**src/rtl/uart_pkg.sv**
```systemverilog
// Shared UART definitions: receiver state encoding, default framing
// constants and the parity helper also used by uart_tx.
package uart_pkg;

  localparam int unsigned OS_RATE_DEF   = 16;
  localparam int unsigned DATA_BITS_DEF = 8;

  typedef enum logic [2:0] {
    IDLE,
    START,
    DATA,
    PARITY,
    STOP,
    BREAK
  } rx_state_t;

  // Expected parity bit for a payload; narrower payloads are zero-extended
  // by the caller, which leaves the XOR unchanged.
  function automatic logic parity_bit(input logic [8:0] data, input logic odd);
    return (^data) ^ odd;
  endfunction

endpackage

```
**src/rtl/uart_sync2.sv**
```systemverilog
// Two-flop synchroniser for an asynchronous, idle-high input.
// Ports:
//   clk      system clock
//   rst      synchronous active-high reset (both flops load 1)
//   i_async  asynchronous input
//   o_sync   synchronised output, 2 clk latency
module uart_sync2 (
  input  logic clk,
  input  logic rst,
  input  logic i_async,
  output logic o_sync
);

  logic r_meta;
  logic r_sync;

  always_ff @(posedge clk) begin
    if (rst) begin
      r_meta <= 1'b1;
      r_sync <= 1'b1;
    end else begin
      r_meta <= i_async;
      r_sync <= r_meta;
    end
  end

  assign o_sync = r_sync;

endmodule

```
**src/rtl/uart_rx_os.sv**
```systemverilog
// Oversampling UART receiver with majority-vote sampling, false-start
// rejection, optional parity, framing/break detection and a one-entry
// holding register with valid/ack handshake.
// Ports:
//   clk, rst     clock, synchronous active-high reset
//   os_tick      strobe at baud*OS_RATE
//   rx_in        asynchronous serial line, idle high
//   rx_data      held payload (stable while rx_valid)
//   rx_valid     payload held, awaiting rx_ack
//   rx_ack       consumer accepts rx_data
//   parity_err   parity mismatch on held frame
//   frame_err    stop bit low on held frame
//   overrun      sticky: frame completed while rx_valid was set
//   rx_busy      receiver not idle
module uart_rx_os
  import uart_pkg::*;
#(
  parameter int unsigned DATA_BITS  = DATA_BITS_DEF,
  parameter int unsigned PARITY_EN  = 0,
  parameter int unsigned PARITY_ODD = 0,
  parameter int unsigned OS_RATE    = OS_RATE_DEF
) (
  input  logic                 clk,
  input  logic                 rst,
  input  logic                 os_tick,
  input  logic                 rx_in,
  output logic [DATA_BITS-1:0] rx_data,
  output logic                 rx_valid,
  input  logic                 rx_ack,
  output logic                 parity_err,
  output logic                 frame_err,
  output logic                 overrun,
  output logic                 rx_busy
);

  localparam int unsigned OSW = $clog2(OS_RATE);
  localparam int unsigned MID = OS_RATE / 2;

  rx_state_t r_state, w_state_nxt;

  logic                 w_rxs;
  logic [OSW-1:0]       r_os_cnt;
  logic [3:0]           r_bit_cnt;
  logic                 r_s0, r_s1;
  logic [DATA_BITS-1:0] r_shift;
  logic                 r_par_flag;
  logic [DATA_BITS-1:0] r_data;
  logic                 r_valid, r_perr, r_ferr, r_overrun;

  logic w_tick_last, w_decide, w_vote, w_last_bit, w_commit;

  uart_sync2 u_sync (
    .clk     (clk),
    .rst     (rst),
    .i_async (rx_in),
    .o_sync  (w_rxs)
  );

  assign w_tick_last = os_tick && (r_os_cnt == OSW'(OS_RATE - 1));
  assign w_decide    = os_tick && (r_os_cnt == OSW'(MID + 1));
  // Third vote is the live sample taken at the decision tick itself.
  assign w_vote      = (r_s0 & r_s1) | (r_s0 & w_rxs) | (r_s1 & w_rxs);
  assign w_last_bit  = (r_bit_cnt == 4'(DATA_BITS - 1));
  assign w_commit    = (r_state == STOP) && w_decide;

  always_ff @(posedge clk) begin
    if (rst) r_state <= IDLE;
    else     r_state <= w_state_nxt;
  end

  always_comb begin
    w_state_nxt = r_state;
    case (r_state)
      IDLE:    if (!w_rxs) w_state_nxt = START;
      START:   if (w_decide && w_vote) w_state_nxt = IDLE;
               else if (w_tick_last)   w_state_nxt = DATA;
      DATA:    if (w_tick_last && w_last_bit)
                 w_state_nxt = (PARITY_EN != 0) ? PARITY : STOP;
      PARITY:  if (w_tick_last) w_state_nxt = STOP;
      STOP:    if (w_decide) w_state_nxt = w_vote ? IDLE : BREAK;
      BREAK:   if (w_rxs) w_state_nxt = IDLE;
      default: w_state_nxt = IDLE;
    endcase
  end

  always_ff @(posedge clk) begin
    if (rst) begin
      r_os_cnt   <= '0;
      r_bit_cnt  <= '0;
      r_s0       <= 1'b1;
      r_s1       <= 1'b1;
      r_shift    <= '0;
      r_par_flag <= 1'b0;
      r_data     <= '0;
      r_valid    <= 1'b0;
      r_perr     <= 1'b0;
      r_ferr     <= 1'b0;
      r_overrun  <= 1'b0;
    end else begin
      if (r_state == IDLE) begin
        r_os_cnt   <= '0;
        r_bit_cnt  <= '0;
        r_par_flag <= 1'b0;
      end else if (os_tick) begin
        r_os_cnt <= w_tick_last ? '0 : r_os_cnt + 1'b1;
      end

      if (os_tick && r_os_cnt == OSW'(MID - 1)) r_s0 <= w_rxs;
      if (os_tick && r_os_cnt == OSW'(MID))     r_s1 <= w_rxs;

      if (r_state == DATA && w_decide)
        r_shift <= {w_vote, r_shift[DATA_BITS-1:1]};
      if (r_state == DATA && w_tick_last)
        r_bit_cnt <= w_last_bit ? '0 : r_bit_cnt + 1'b1;

      if (r_state == PARITY && w_decide)
        r_par_flag <= w_vote ^ parity_bit(9'(r_shift), PARITY_ODD != 0);

      // Ack and commit are independent: an ack that coincides with a
      // commit still releases the held frame, but the new frame is lost.
      if (rx_ack && r_valid) begin
        r_valid <= 1'b0;
        r_perr  <= 1'b0;
        r_ferr  <= 1'b0;
      end
      if (w_commit) begin
        if (r_valid) begin
          r_overrun <= 1'b1;
        end else begin
          r_data  <= r_shift;
          r_perr  <= r_par_flag;
          r_ferr  <= ~w_vote;
          r_valid <= 1'b1;
        end
      end
    end
  end

  assign rx_data    = r_data;
  assign rx_valid   = r_valid;
  assign parity_err = r_perr;
  assign frame_err  = r_ferr;
  assign overrun    = r_overrun;
  assign rx_busy    = (r_state != IDLE);

endmodule

```
**config.mk**
```make
export PLATFORM = sky130hd
export DESIGN_NAME = uart_rx_os
export DESIGN_NICKNAME = d
export VERILOG_FILES = /design/src/rtl/uart_pkg.sv /design/src/rtl/uart_sync2.sv /design/src/rtl/uart_rx_os.sv
export SDC_FILE = /design/constraint.sdc
export NUM_CORES = 1
export LEC_CHECK = 0
export BUFFER_PORTS_ARGS = -buffer_cell sky130_fd_sc_hd__buf_2
export CELL_PAD_IN_SITES_DETAIL_PLACEMENT = 0
export CELL_PAD_IN_SITES_GLOBAL_PLACEMENT = 1
export CORE_ASPECT_RATIO = 0.6
export CORE_MARGIN = 4
export CORE_UTILIZATION = 48
export CTS_BUF_LIST = sky130_fd_sc_hd__clkbuf_16
export DETAILED_ROUTE_END_ITERATION = 10
export PLACE_DENSITY = 0.91
export RECOVER_POWER = 50
export SYNTH_ARGS = -nofsm -noshare
export SYNTH_HDL_FRONTEND = slang
export SYNTH_SLANG_ARGS = --single-unit
```
**constraint.sdc**
```tcl
create_clock -name clk -period 4.52 [get_ports clk]
set_clock_uncertainty 0.15 [all_clocks]
set_input_delay 0.226 -clock clk [delete_from_list [all_inputs] [get_ports clk]]
set_output_delay 0.226 -clock clk [all_outputs]
set_load 0.02 [all_outputs]
```
==> summary by stage <==
Power and ir drop
The worst-case IR drop observed on VDD is between 0.2 and 0.3 mV. The leakage power of the design is 0.785 nW. The power per standard cell area is ~430 nW/um^2.

Layout
The final layout net count is between 200 and 250. For this run, the number of standard cells in the final layout without fillers is approximately 240. Relative to the synthesized area, the layout overhead comes to 12.7%. The total area of multi-input combinational cells is approximately 900 um^2. The layout has approximately 280 filler cells. The number of inserted diodes is 0. The area used by sequential logic in the layout is approximately 720 um^2. The share of final-layout standard cells stronger than drive strength 1 is between 10 and 15%.

Clock network
The number of gates resized after CTS is 0. The clock transition at the registers of the reported paths is roughly 0.05 ns. The maximum level of the CTS H-tree is 2. The clock passes through at most 2 buffers. The number of buffers inserted by post-CTS setup repair is 0. The CTS tree is yes. The source-to-sink clock delay at the later pin of the worst-skew pair is between 0.2 and 0.3 ns. Buffers inserted during clock tree synthesis total 5. The cell sitting at the root of the clock tree is a clkbuf_16. The number of sinks driven by the clock tree is 36. The hold buffer count at CTS is 1.

Routing
The detailed router placed about 1300 vias in this run. The final routed wirelength across all metal layers is 3330 um. The initial DRC count is about 140.

The number of search-and-repair iterations in the first detailed-routing pass is 4. After detailed routing, the number of vias per cell comes to approximately 5.4. The remaining antenna violation count is 0. The remaining design rule violation count is 0.

The routed wirelength normalized by instance count is around 14 um.

Die
The effective utilization at floorplan is between 50% and 60%. The number of top-level design ports is 18. The core area is ~3300 um^2.

From left edge to right edge, the die measures around 85 um. In this run the vertical extent of the chip is approximately 54 um. The die covers roughly 4600 um^2. The total number of placement rows is 16.

Placement
The port buffer count is 17. The global placer's final weighted congestion is between 0.7 and 0.8. The half-perimeter wire length after placement is roughly 2300 um. The count of placed standard cells including taps is 229.

Synth
Sequential elements use roughly 42% of the synthesized area. The area of the mapped netlist is approximately 1700 um^2. The number of flops mapped to enable cells by yosys is 0.

Counting flops with an async set or reset pin after synthesis yields a share of 0%. The instance count of the mapped netlist is ~180. The number of different library cells used by synthesis comes to 46. Counting flops and latches in the post-synthesis netlist gives 36.

The Yosys step of the flow raised 0 warnings. The average instance in the mapped netlist occupies around 9.7 um^2. The number of nets in the synthesized netlist is 185. The most used flip-flop cell after synthesis is dfxtp_1.

STA
The worst slew margin relative to its limit is 7.31%. Setup repair after global routing left no endpoint under its margin. The worst hold slack is around 0.13 ns.

Of the available clock period, the critical path in the final layout requires between 40 and 50%. The clock period could shrink to 2.15 ns. The number of failing hold endpoints at the final stage is 0.

The highest clock rate is roughly 0.47 GHz. The max-slew violation count was 0. The count of final setup violators is 0.

At the pin with the least slew margin, the transition time is approximately 1.4 ns. The setup total negative slack is 0 ns.

Setup path
The signal arrival time at the worst endpoint is roughly 2.1 ns. The type of destination of the critical path is a register. STA classifies the critical path startpoint as a register. Along the worst path, the maximum fanout reaches 9. The worst endpoint required time is between 4 and 5 ns. By startpoint and endpoint, the worst setup path is classified as reg2reg.

Flow run
The count of max-cap constraint violations is 0.

Global routing
Global routing used ~16% of the available tracks. The via count of the first global-routing pass is 1173. The initial antenna violation count is 0. The first-pass GRT wire length is roughly 5800 um.

For this run the aggregate overflow at the end of global routing stands at 0. Entering global routing, the biggest net connects 35 pins.

Hold path
The path class of the tightest hold or removal check is in2reg.

Run status
The run finished with clean final reports.
-- sequential cells by signal (all words and copies together), names as in the netlist, 3 cells and up --
signal	cells
r_bit_cnt	4
r_shift	8
rx_data	8
r_state	3
r_os_cnt	4
-- path summary, 6_finish.rpt --
check / start / endpoint / slack [ns] / depth (start not counted)
min reg2reg: u_sync.r_meta$_SDFF_PP1_ / u_sync.o_sync$_SDFF_PP1_ / 0.25 / 1
max reg2reg: r_os_cnt[0]$_SDFFE_PP0P_ / rx_data[1]$_SDFFE_PP0P_ / 2.37 / 6
max: r_os_cnt[0]$_SDFFE_PP0P_ / rx_data[1]$_SDFFE_PP0P_ / 2.37 / 6
min: rx_ack / rx_valid$_SDFF_PP0_ / 0.13 / 4
-- per-stage QoR --
stage	total power (W)	cell area (um^2)	setup slack, ns	utilization, %
6_report	0.000828	1930	2.37	57.6
5_1_grt	0.000871	1930	2.20	57.6
4_1_cts	0.000838	1940	2.41	58.2
3_5_place_dp	0.000455	1770	2.44	53.0
3_3_place_gp	0.000448	1770	2.52	53.0
2_1_floorplan	0.000439	1710	2.60	-
-- cell families (layout without fill, tap and decap cells) --
logic type	count (synthesis)	in the layout	synth area share, %
mux	22	22	13.0
xor+xnor	9	9	5.42
buf+inv	13	30	5.56
simple gates	69	69	21.2
fa+ha+maj	5	5	3.59
compound gates	22	22	9.08
flops	36	36	42.2
-- cells in the mapped netlist (all sizes together) (2+ instances only) --
| cell type | count | share of area, % |
|---|---|---|
| nor3 | 2 | 0.59 |
| a21oi | 7 | 2.0 |
| o21ai | 3 | 0.88 |
| a211o | 2 | 1.0 |
| or2 | 3 | 1.1 |
| nand4 | 2 | 0.73 |
| nor3b | 2 | 1.2 |
| clkbuf | 5 | 2.3 |
| nand4b | 3 | 1.5 |
| xnor2 | 6 | 3.1 |
| a211oi | 2 | 0.88 |
| xor2 | 2 | 1.0 |
| dfxtp | 36 | 42 |
| mux2i | 21 | 12 |
| inv | 4 | 0.88 |
| nor2 | 37 | 9.0 |
| buf | 4 | 2.4 |
| nand2 | 6 | 1.3 |
| nand3 | 5 | 1.8 |
| ha | 4 | 2.9 |
-- critical path: stages (launching register included) --
cell and delay [ns]:
dfxtp_1 0.42, ha_1 0.17, and4b_1 0.43, nand2_1 0.19, nor2_4 0.32, mux2i_1 0.25
nor2_1 0.05
-- per-layer routing --
layer	track usage, %	vias to the layer above	part of all wire, %	wire length (um)
met5	0	-	0	0
met4	4.74	0	0.78	26
met3	5.71	5	5.1	170
met2	25.1	27	44	1480
met1	22.1	610	50	1650
li1	-	647	-	-
-- report_power, final --
group          total, W  leakage [nW]  internal, W  switching (W)
sequential     0.000345         0.291     0.000326      0.0000195
combinational  0.000105         0.409    0.0000412      0.0000636
clock          0.000378        0.0850     0.000257       0.000121
-- area by class of cell --
class	instances	share of cell area [%]
clock buffers	5	6.49
flip-flops and latches	36	37.4
repair buffers	18	4.03
multi-input cells	127	46.4
well taps	45	2.92
clock inverters	3	2.01
inverters	4	0.779
-- cell usage in the layout, fill, tap and decap left out, types with 3 or more instances in the layout --
cell type / Yosys / layout
o21ai_0: 3 / 3
clkbuf_1: 3 / 14
xnor2_1: 6 / 6
a21oi_1: 7 / 7
mux2i_1: 21 / 21
nand4b_1: 3 / 3
nand3_1: 4 / 4
nand2_1: 6 / 6
clkbuf_16: 0 / 5
buf_2: 0 / 3
dfxtp_1: 36 / 36
ha_1: 4 / 4
inv_1: 4 / 5
nor2_1: 35 / 35
Power figures use the tool's default switching activity.
